File: src/rtl/leakyrelu_arbiter.sv
// Purpose: round-robin arbiter sharing one LeakyReLU datapath among NUM_REQ requesters; result tagged with requester id.
// Latency: 1 cycle from requester handshake to o_valid; 1 sample/cycle when i_ready stays high.
// Backpressure: result register holds while o_valid & !i_ready and no grant is issued; option macro LEAKYRELU_ARB_PRIO0_EN gives requester 0 strict priority.
module leakyrelu_arbiter #(
    parameter int DATA_WIDTH           = 16,
    parameter int NUM_REQ              = 4,
    parameter int ID_WIDTH             = 2,
    parameter int NEGATIVE_SLOPE_SHIFT = 5
) (
    input  logic                          clk,
    input  logic                          rst_n,
    input  logic                          i_en,
    input  logic [NUM_REQ-1:0]            i_valid,
    input  logic [NUM_REQ*DATA_WIDTH-1:0] i_data_bus,
    output logic [NUM_REQ-1:0]            o_ready,
    output logic                          o_valid,
    output logic [DATA_WIDTH-1:0]         o_data_bus,
    output logic [ID_WIDTH-1:0]           o_id,
    input  logic                          i_ready
);

    logic [DATA_WIDTH-1:0]        data_arr [NUM_REQ];
    logic [ID_WIDTH-1:0]          rr_ptr;
    logic                         can_accept;
    logic                         grant_vld;
    logic                         prio_hit;
    logic [ID_WIDTH-1:0]          grant_idx;
    logic signed [DATA_WIDTH-1:0] sel_data;
    logic signed [DATA_WIDTH-1:0] shifted;
    logic [DATA_WIDTH-1:0]        result;
    logic [ID_WIDTH-1:0]          next_ptr;

    // Unpack the flat request bus so the winner can be selected by index.
    for (genvar k = 0; k < NUM_REQ; k++) begin : g_unpack
        assign data_arr[k] = i_data_bus[k*DATA_WIDTH +: DATA_WIDTH];
    end

    // Reset gating keeps o_ready low while rst_n is asserted.
    assign can_accept = rst_n & i_en & (~o_valid | i_ready);

    // Grant search: first valid requester at or after rr_ptr, wrapping at NUM_REQ.
    always_comb begin
        int                  idx_int;
        logic [ID_WIDTH-1:0] cand;
        grant_vld = 1'b0;
        prio_hit  = 1'b0;
        grant_idx = '0;
        idx_int   = 0;
        cand      = '0;
        if (can_accept) begin
`ifdef LEAKYRELU_ARB_PRIO0_EN
            if (i_valid[0]) begin
                grant_vld = 1'b1;
                prio_hit  = 1'b1;
            end
`endif
            for (int i = 0; i < NUM_REQ; i++) begin
                idx_int = (int'(rr_ptr) + i) % NUM_REQ;
                cand    = ID_WIDTH'(idx_int);
                if (!grant_vld && i_valid[cand]) begin
                    grant_vld = 1'b1;
                    grant_idx = cand;
                end
            end
        end
    end

    // One-hot grant; only ever set for a valid requester.
    always_comb begin
        o_ready = '0;
        if (grant_vld) begin
            o_ready[grant_idx] = 1'b1;
        end
    end

    // LeakyReLU: negative samples are arithmetically shifted, flooring toward -inf.
    assign sel_data = data_arr[grant_idx];
    assign shifted  = sel_data >>> NEGATIVE_SLOPE_SHIFT;
    assign result   = sel_data[DATA_WIDTH-1] ? shifted : sel_data;
    assign next_ptr = (grant_idx == ID_WIDTH'(NUM_REQ - 1)) ? '0 : grant_idx + 1'b1;

    // Output register and round-robin pointer; a grant overwrites, a bare drain clears.
    always_ff @(posedge clk or negedge rst_n) begin
        if (!rst_n) begin
            o_valid    <= 1'b0;
            o_data_bus <= '0;
            o_id       <= '0;
            rr_ptr     <= '0;
        end else if (grant_vld) begin
            o_valid    <= 1'b1;
            o_data_bus <= result;
            o_id       <= grant_idx;
            if (!prio_hit) begin
                rr_ptr <= next_ptr;
            end
        end else if (o_valid && i_ready) begin
            o_valid    <= 1'b0;
            o_data_bus <= '0;
            o_id       <= '0;
        end
    end

endmodule

File: config.mk
export PLATFORM = sky130hd
export DESIGN_NAME = leakyrelu_arbiter
export DESIGN_NICKNAME = d
export VERILOG_FILES = /design/src/rtl/leakyrelu_arbiter.sv
export SDC_FILE = /design/constraint.sdc
export NUM_CORES = 1
export LEC_CHECK = 0
export ABC_CLOCK_PERIOD_IN_PS = 4300
export CORE_ASPECT_RATIO = 1.25
export CORE_MARGIN = 10
export CORE_UTILIZATION = 40
export DETAILED_ROUTE_END_ITERATION = 8
export PLACE_DENSITY = 0.86
export SLEW_MARGIN = 5
export SYNTH_ARGS = -nofsm -noshare
export SYNTH_HDL_FRONTEND = slang
export SYNTH_SLANG_ARGS = --single-unit
File: constraint.sdc
create_clock -name clk -period 4.3 [get_ports clk]
set_clock_uncertainty 0.2 [all_clocks]
set_input_delay 0.43 -clock clk [delete_from_list [all_inputs] [get_ports clk]]
set_output_delay 0.43 -clock clk [all_outputs]
set_load 0.02 [all_outputs]
==> summary.md, run 1 <==
| Metric | Value |
|---|---|
| Area delta synth->final | `66.2%` |
| Synth Warn # | `0` |
| Worst-Margin Slew | `570 ps` |
| Sw Share | `0.338` |
| Setup CP Type | `in -> out` |
| Worst Setup SP | `i_valid[1]` |
| IO Count | `95` |
| Placed Area | `roughly 0.0025 mm2` |
| Drt initial violations | `around 90` |
| Final Critical Period | `about 3600 ps` |
| Final worst slack | `roughly 740 ps` |
| Cells after synthesis | `between 100 and 150` |
| Die area | `around 0.0068 mm2` |
| Antenna diode count | `0` |
| Max H-tree Level | `1` |
| Run status | `finished, final reports clean` |
| Design Area, Final | `between 0.002 and 0.003 mm2` |
| CTS Hold Buffers Added | `0` |
| Worst setup path end | `o_ready[3]` |
| RR Startpoint | `rr_ptr[1]` |
| Routed Wire Length | `5540 um` |
| Period Utilization, post-route | `0.829` |
| VDD IR-drop max | `about 130 uV` |
| Placed instance count | `about 270` |
| Post-synth EDFFs | `0` |
| Post-synth ARST share | `1.00` |
| CP max FO | `8` |
| Vias after detailed routing | `roughly 1500` |
| Row count | `25` |
| Power Dens Cells | `about 290 mW/mm2` |
| CTS max path bufs | `2` |
| GPL Wtd Cong | `approximately 0.79` |
| Die width | `~76 um` |
| Post-CTS setup buffer count | `0` |
| Hold Path Class | `in -> async` |
| Register share of total power | `0.355` |
| Most common cell after layout, fill and taps aside | `clkdlybuf4s50_1` |
| Clock Latency Late Sink | `260 ps` |
| RR Endpoint | `o_data_bus[2]` |
| Unique masters post-synth | `32` |
| Arrival time worst endpoint | `around 2900 ps` |
| Port Buffers | `94` |
| GRT Residual Overflow | `0` |
| Max-Cap Viols | `0` |
| # nets final | `around 300` |
| Most frequent cells in the layout | `clkdlybuf4s50_1 (94), nand2_1 (29), dfrtp_1 (21), o21ai_1 (15), mux2i_1 (11)` |
| Startpoint Class | `input port` |
| Syn_nets | `between 200 and 250` |
| Wire per inst | `20.6 um` |
| Crit end category | `output pin` |
| Static Leak | `between 1 and 1.5 nW` |
| Int Pwr | `around 490 uW` |
| Worst R2R Path Depth | `7` |
| First-pass GRT wire length | `between 8000 and 9000 um` |
| Pins over their slew limit | `0` |
| Clock power frac | `0.184` |
| Largest net degree at the start of global routing | `20` |
| Hold WS | `~220 ps` |
| Relative slew slack | `0.619` |
| Psw | `between 200 and 250 uW` |
| Hold Violations, Final | `0` |
| Finish-stage setup viols | `0` |
| Number of global-route vias before repair | `1653` |
| RSZ-0062 raised after global routing | `false` |
| CTS tree | `built` |
| CP required | `roughly 3700 ps` |
| Post-synthesis cell area | `approximately 0.0015 mm2` |
| Chip height | `between 80 and 90 um` |
| All-layer global routing usage | `0.163` |
| FMAX | `0.281 GHz` |
| Starting Density | `0.413` |
| Initial antenna violation count | `0` |
| Detail Route Antenna Nets | `0` |
| Resize count post-CTS | `0` |
| # DRC | `0` |
| Final std cells w/o fill | `roughly 270` |
| Hpwl dp | `between 4000 and 5000 um` |
| FF-to-FF setup slack | `1420 ps` |
| Core box area | `approximately 0.0038 mm2` |
| Setup TNS | `0 ps` |
| Sequential fraction of the synthesis area | `0.339` |
| Avg Vias per Cell | `around 5.4` |
| Clock Sinks | `21` |
| Proportion of layout cells with a drive suffix above 1 | `0.100` |
| Drt first pass iters | `4` |
| Clock transition at path regs | `about 80 ps` |
| CTS buffer count | `3` |
| Synth Area per Inst | `~12 um2` |
| Place WS | `approximately 730 ps` |
| Root buf cell | `clkbuf_8` |
| Synth Register Bits | `21` |
| Synth Flop Type | `dfrtp_1` |
| Logic pwr share | `0.461` |
==> cell families after synthesis <==
kind of cell,Yosys count,synth area share
fa+ha+maj,4,0.0323
flops,21,0.339
compound gates,22,0.0905
buf+inv,10,0.0412
mux,27,0.326
simple gates,49,0.171
==> synthesized netlist by cell type, types with 2 or more instances <==
| cell type | count | area (um2) |
|---|---|---|
| clkbuf_1 | 4 | 15.0 |
| inv_2 | 2 | 7.51 |
| mux2i_1 | 11 | 110 |
| and2_1 | 4 | 25.0 |
| nand2b_1 | 2 | 12.5 |
| o21ai_1 | 15 | 75.1 |
| nor2_1 | 3 | 11.3 |
| buf_2 | 2 | 10.0 |
| a21oi_1 | 2 | 10.0 |
| dfrtp_1 | 21 | 526 |
| mux4_2 | 7 | 158 |
| ha_1 | 4 | 50.1 |
| nand2_1 | 29 | 109 |
| mux4_1 | 9 | 236 |
==> worst max-delay path, stage by stage <==
cell and delay [ps]:
clkdlybuf4s50_1 520, or4_1 570, and4_1 240, nand4b_2 220
inv_2 80, ha_1 190, and2_1 130, clkdlybuf4s50_1 550
==> how the worst min path moves through the flow <==
stage	slack (ps)	end	cells after the start
6_report	220	rr_ptr[0]	1
5_1_grt	230	rr_ptr[0]	1
4_1_cts	230	rr_ptr[1]	1
3_5_place_dp	260	o_data_bus[11]	2
3_3_place_gp	250	o_data_bus[13]	2
2_1_floorplan	-70	o_data_bus[0]	0
==> power by group through the flow <==
stage                     logic [mW]  registers, mW  clock network (mW)
after floorplan                0.129          0.306                   0
after global placement         0.336          0.263                   0
after detailed placement       0.343          0.266                   0
after CTS                      0.344          0.262               0.139
after global routing           0.364          0.269               0.145
final                          0.340          0.262               0.136
==> area by class of cell <==
cell class	count	area, um2
clock buffers	3	41.3
clock inverters	1	5.00
fillers	304	1180
inverters	2	7.51
multi-input cells	102	960
flip-flops and latches	21	526
well taps	40	50.0
repair buffers	100	986
==> through the flow <==
stage	power, mW	utilization
after global routing	0.777	0.686
after detailed placement	0.610	0.674
after CTS	0.746	0.686
after floorplan	0.435	-
final	0.739	0.686
after global placement	0.600	0.674
==> per-layer routing <==
layer | vias to the layer above | global-route usage | routed length [um]
met4 | 0 | 0.0677 | 142
met2 | 51 | 0.291 | 3010
li1 | 693 | - | -
met5 | - | 0 | 0
met1 | 702 | 0.181 | 2010
met3 | 10 | 0.0363 | 375
==> state kept, by name, summed over array words and instances, names as in the netlist <==
name,flops
o_data_bus,16
o_id,2
rr_ptr,2
o_valid,1
(Power assumes the default switching activity.)
==> inputs of run 2 (changes only) <==
--- a/config.mk
+++ b/config.mk
@@ -5,12 +5,12 @@
 export SDC_FILE = /design/constraint.sdc
 export NUM_CORES = 1
 export LEC_CHECK = 0
-export ABC_CLOCK_PERIOD_IN_PS = 4300
+export ABC_CLOCK_PERIOD_IN_PS = 3200
 export CORE_ASPECT_RATIO = 1.25
 export CORE_MARGIN = 10
-export CORE_UTILIZATION = 40
+export CORE_UTILIZATION = 34
 export DETAILED_ROUTE_END_ITERATION = 8
-export PLACE_DENSITY = 0.86
+export PLACE_DENSITY = 0.78
 export SLEW_MARGIN = 5
 export SYNTH_ARGS = -nofsm -noshare
 export SYNTH_HDL_FRONTEND = slang
==> constraint.sdc (replaced) <==
create_clock -name clk -period 3.2 [get_ports clk]
set_clock_uncertainty 0.2 [all_clocks]
set_input_delay 0.32 -clock clk [delete_from_list [all_inputs] [get_ports clk]]
set_output_delay 0.32 -clock clk [all_outputs]
set_load 0.02 [all_outputs]
==> summary.md, run 2 (synthesis results as in run 1) <==
| Metric | Value |
|---|---|
| Die area | `0.00767 mm2 (+13%)` |
| Initial antenna violation count | `0 (unchanged)` |
| CTS max path bufs | `2 (unchanged)` |
| Port Buffers | `94 (unchanged)` |
| Seq. cell area | `526 um2 (unchanged)` |
| CP required | `2680 ps (-990 ps)` |
| Clock Sinks | `21 (unchanged)` |
| Final std cells w/o fill | `293 (+8.9%)` |
| # DRC | `0 (unchanged)` |
| Crit end category | `output pin` |
| Area delta synth->final | `70.8%` |
| Routed Wire Length | `5780 um (+4.2%)` |
| CTS buffer count | `3 (unchanged)` |
| Max H-tree Level | `1 (unchanged)` |
| Pins over their slew limit | `0 (unchanged)` |
| GRT Residual Overflow | `0 (unchanged)` |
| Starting Density | `0.353 (-0.0600)` |
| CTS Hold Buffers Added | `0 (unchanged)` |
| Finish-stage setup viols | `0 (unchanged)` |
| IO Count | `95 (unchanged)` |
| RSZ-0062 raised after global routing | `false` |
| Wire per inst | `19.7 um (-4.3%)` |
| Final Critical Period | `about 3000 ps` |
| Clock Latency Late Sink | `270 ps (about the same)` |
| CTS tree | `built` |
| First-pass GRT wire length | `8890 um (+6.2%)` |
| Run status | `finished, final reports clean` |
| Largest net degree at the start of global routing | `22 (+10%)` |
| Die width | `80.4 um (+6.2%)` |
| Worst R2R Path Depth | `8 (+1)` |
| Root buf cell | `clkbuf_8` |
| Row count | `27 (+8.0%)` |
| Antenna diode count | `0 (unchanged)` |
| Most common cell after layout, fill and taps aside | `clkdlybuf4s50_1` |
| FMAX | `around 0.33 GHz` |
| Worst-Margin Slew | `573 ps (+2.58 ps)` |
| Place WS | `-101 ps (-829 ps)` |
| VDD IR-drop max | `193 uV (+53%)` |
| CP max FO | `5 (-3)` |
| GPL Wtd Cong | `0.817 (+4.1%)` |
| Fillers | `373 (+23%)` |
| Setup CP Type | `in -> out` |
| Power Total | `1.00 mW (+35%)` |
| Placed instance count | `287 (+8.3%)` |
| Drt first pass iters | `4 (unchanged)` |
| Hold WS | `273 ps (+49.7 ps)` |
| Detail Route Antenna Nets | `0 (unchanged)` |
| Biggest register | `o_data_bus` |
| Final worst slack | `208 ps (-530 ps)` |
| Hold Path Class | `reg -> reg` |
| Area occupied by multi-input gates | `960 um2 (unchanged)` |
| Avg Vias per Cell | `5.09 (-5.9%)` |
| All-layer global routing usage | `0.149 (-0.0141)` |
| Clock transition at path regs | `80 ps (about the same)` |
| Vias after detailed routing | `1492 (+2.5%)` |
| Drt initial violations | `73 (-18%)` |
| Hpwl dp | `4860 um (+4.8%)` |
| Static Leak | `1.18 nW (+6.7%)` |
| Chip height | `95.5 um (+6.6%)` |
| Relative slew slack | `0.617 (-0.00172)` |
| Max reg flops | `16 (unchanged)` |
| Max-Cap Viols | `0 (unchanged)` |
| # nets final | `312 (+2.0%)` |
| Largest regs | `o_data_bus x16, o_id x2, rr_ptr x2` |
| Most frequent cells in the layout | `clkdlybuf4s50_1 (90), nand2_1 (29), dfrtp_1 (21), o21ai_1 (15), buf_4 (12)` |
| Core box area | `0.00439 mm2 (+17%)` |
| Proportion of layout cells with a drive suffix above 1 | `0.123 (+0.0230)` |
| Worst hold stages | `2` |
| Hold Violations, Final | `0 (unchanged)` |
| Arrival time worst endpoint | `2470 ps (-460 ps)` |
| Power Dens Cells | `378 mW/mm2 (+32%)` |
| Startpoint Class | `input port` |
| Period Utilization, post-route | `0.935` |
| Number of global-route vias before repair | `1676 (+1.4%)` |
-- run 2: changes by cell type in the layout (fill, tap and decap cells not counted) --
| cell | previous run | this run |
|---|---|---|
| dlygate4sd2_1 | 0 | 2 |
| clkdlybuf4s50_1 | 94 | 90 |
| buf_4 | 6 | 12 |
| dlymetal6s2s_1 | 0 | 2 |
-- run 2: final timing paths --
| kind | startpoint | endpoint | slack, ps |
|---|---|---|---|
| worst min-delay path | o_data_bus[10] | o_data_bus[10] | 270 |
| worst max register to register | rr_ptr[1] | o_data_bus[6] | 360 |
| min in group asynchronous | rst_n | o_data_bus[4] | 370 |
| worst max-delay path | i_valid[0] | o_ready[1] | 210 |
| worst min register to register | o_data_bus[10] | o_data_bus[10] | 270 |
| max in group asynchronous | rst_n | rr_ptr[1] | 2200 |
-- run 2: critical path, cell delays in order --
cell and delay, ps:
clkdlybuf4s50_1 460, or4_1 550, and4_1 250, nand4b_2 160, inv_2 80, ha_1 190
and2_1 140, dlygate4sd2_1 320
-- run 2: through the flow --
| step | utilization | setup TNS, ps | area, um2 |
|---|---|---|---|
| 6_report | 0.602 | 0 | 2650 |
| 5_1_grt | 0.602 | 0 | 2650 |
| 4_1_cts | 0.601 | 0 | 2640 |
| 3_5_place_dp | 0.588 | -1050 | 2580 |
| 3_3_place_gp | 0.588 | -120 | 2580 |
| 2_1_floorplan | - | 0 | 1550 |
-- run 2: final cells by class --
type | instances | share of cell area
clock inverter | 1 | 0.00189
multi-input combinational | 102 | 0.363
timing repair buffer | 106 | 0.391
inverter | 2 | 0.00284
clock buffer | 3 | 0.0156
sequential | 21 | 0.199
tap | 58 | 0.0274
-- run 2: power by group --
part	internal, mW	total, mW	switching (mW)
clock network	0.0870	0.185	0.0981
logic	0.259	0.463	0.204
registers	0.317	0.353	0.0357
total	0.662	1.00	0.338
-- run 2: per-layer routing --
layer  vias up  routed length (um)  global-route usage
li1        706                   -                   -
met1       717                2130               0.163
met2        57                3090               0.262
met3        12                 354              0.0339
met4         0                 206              0.0779
met5         -                   0                   0
-- run 2: timing repair --
| item | CTS | global route |
|---|---|---|
| setup buffers | 2 | 0 |
| pin swaps | 1 | 0 |
| cloned | 0 | 0 |
| endpoints found under the setup margin | 4 | 2 |
| resized for setup | 2 | 2 |
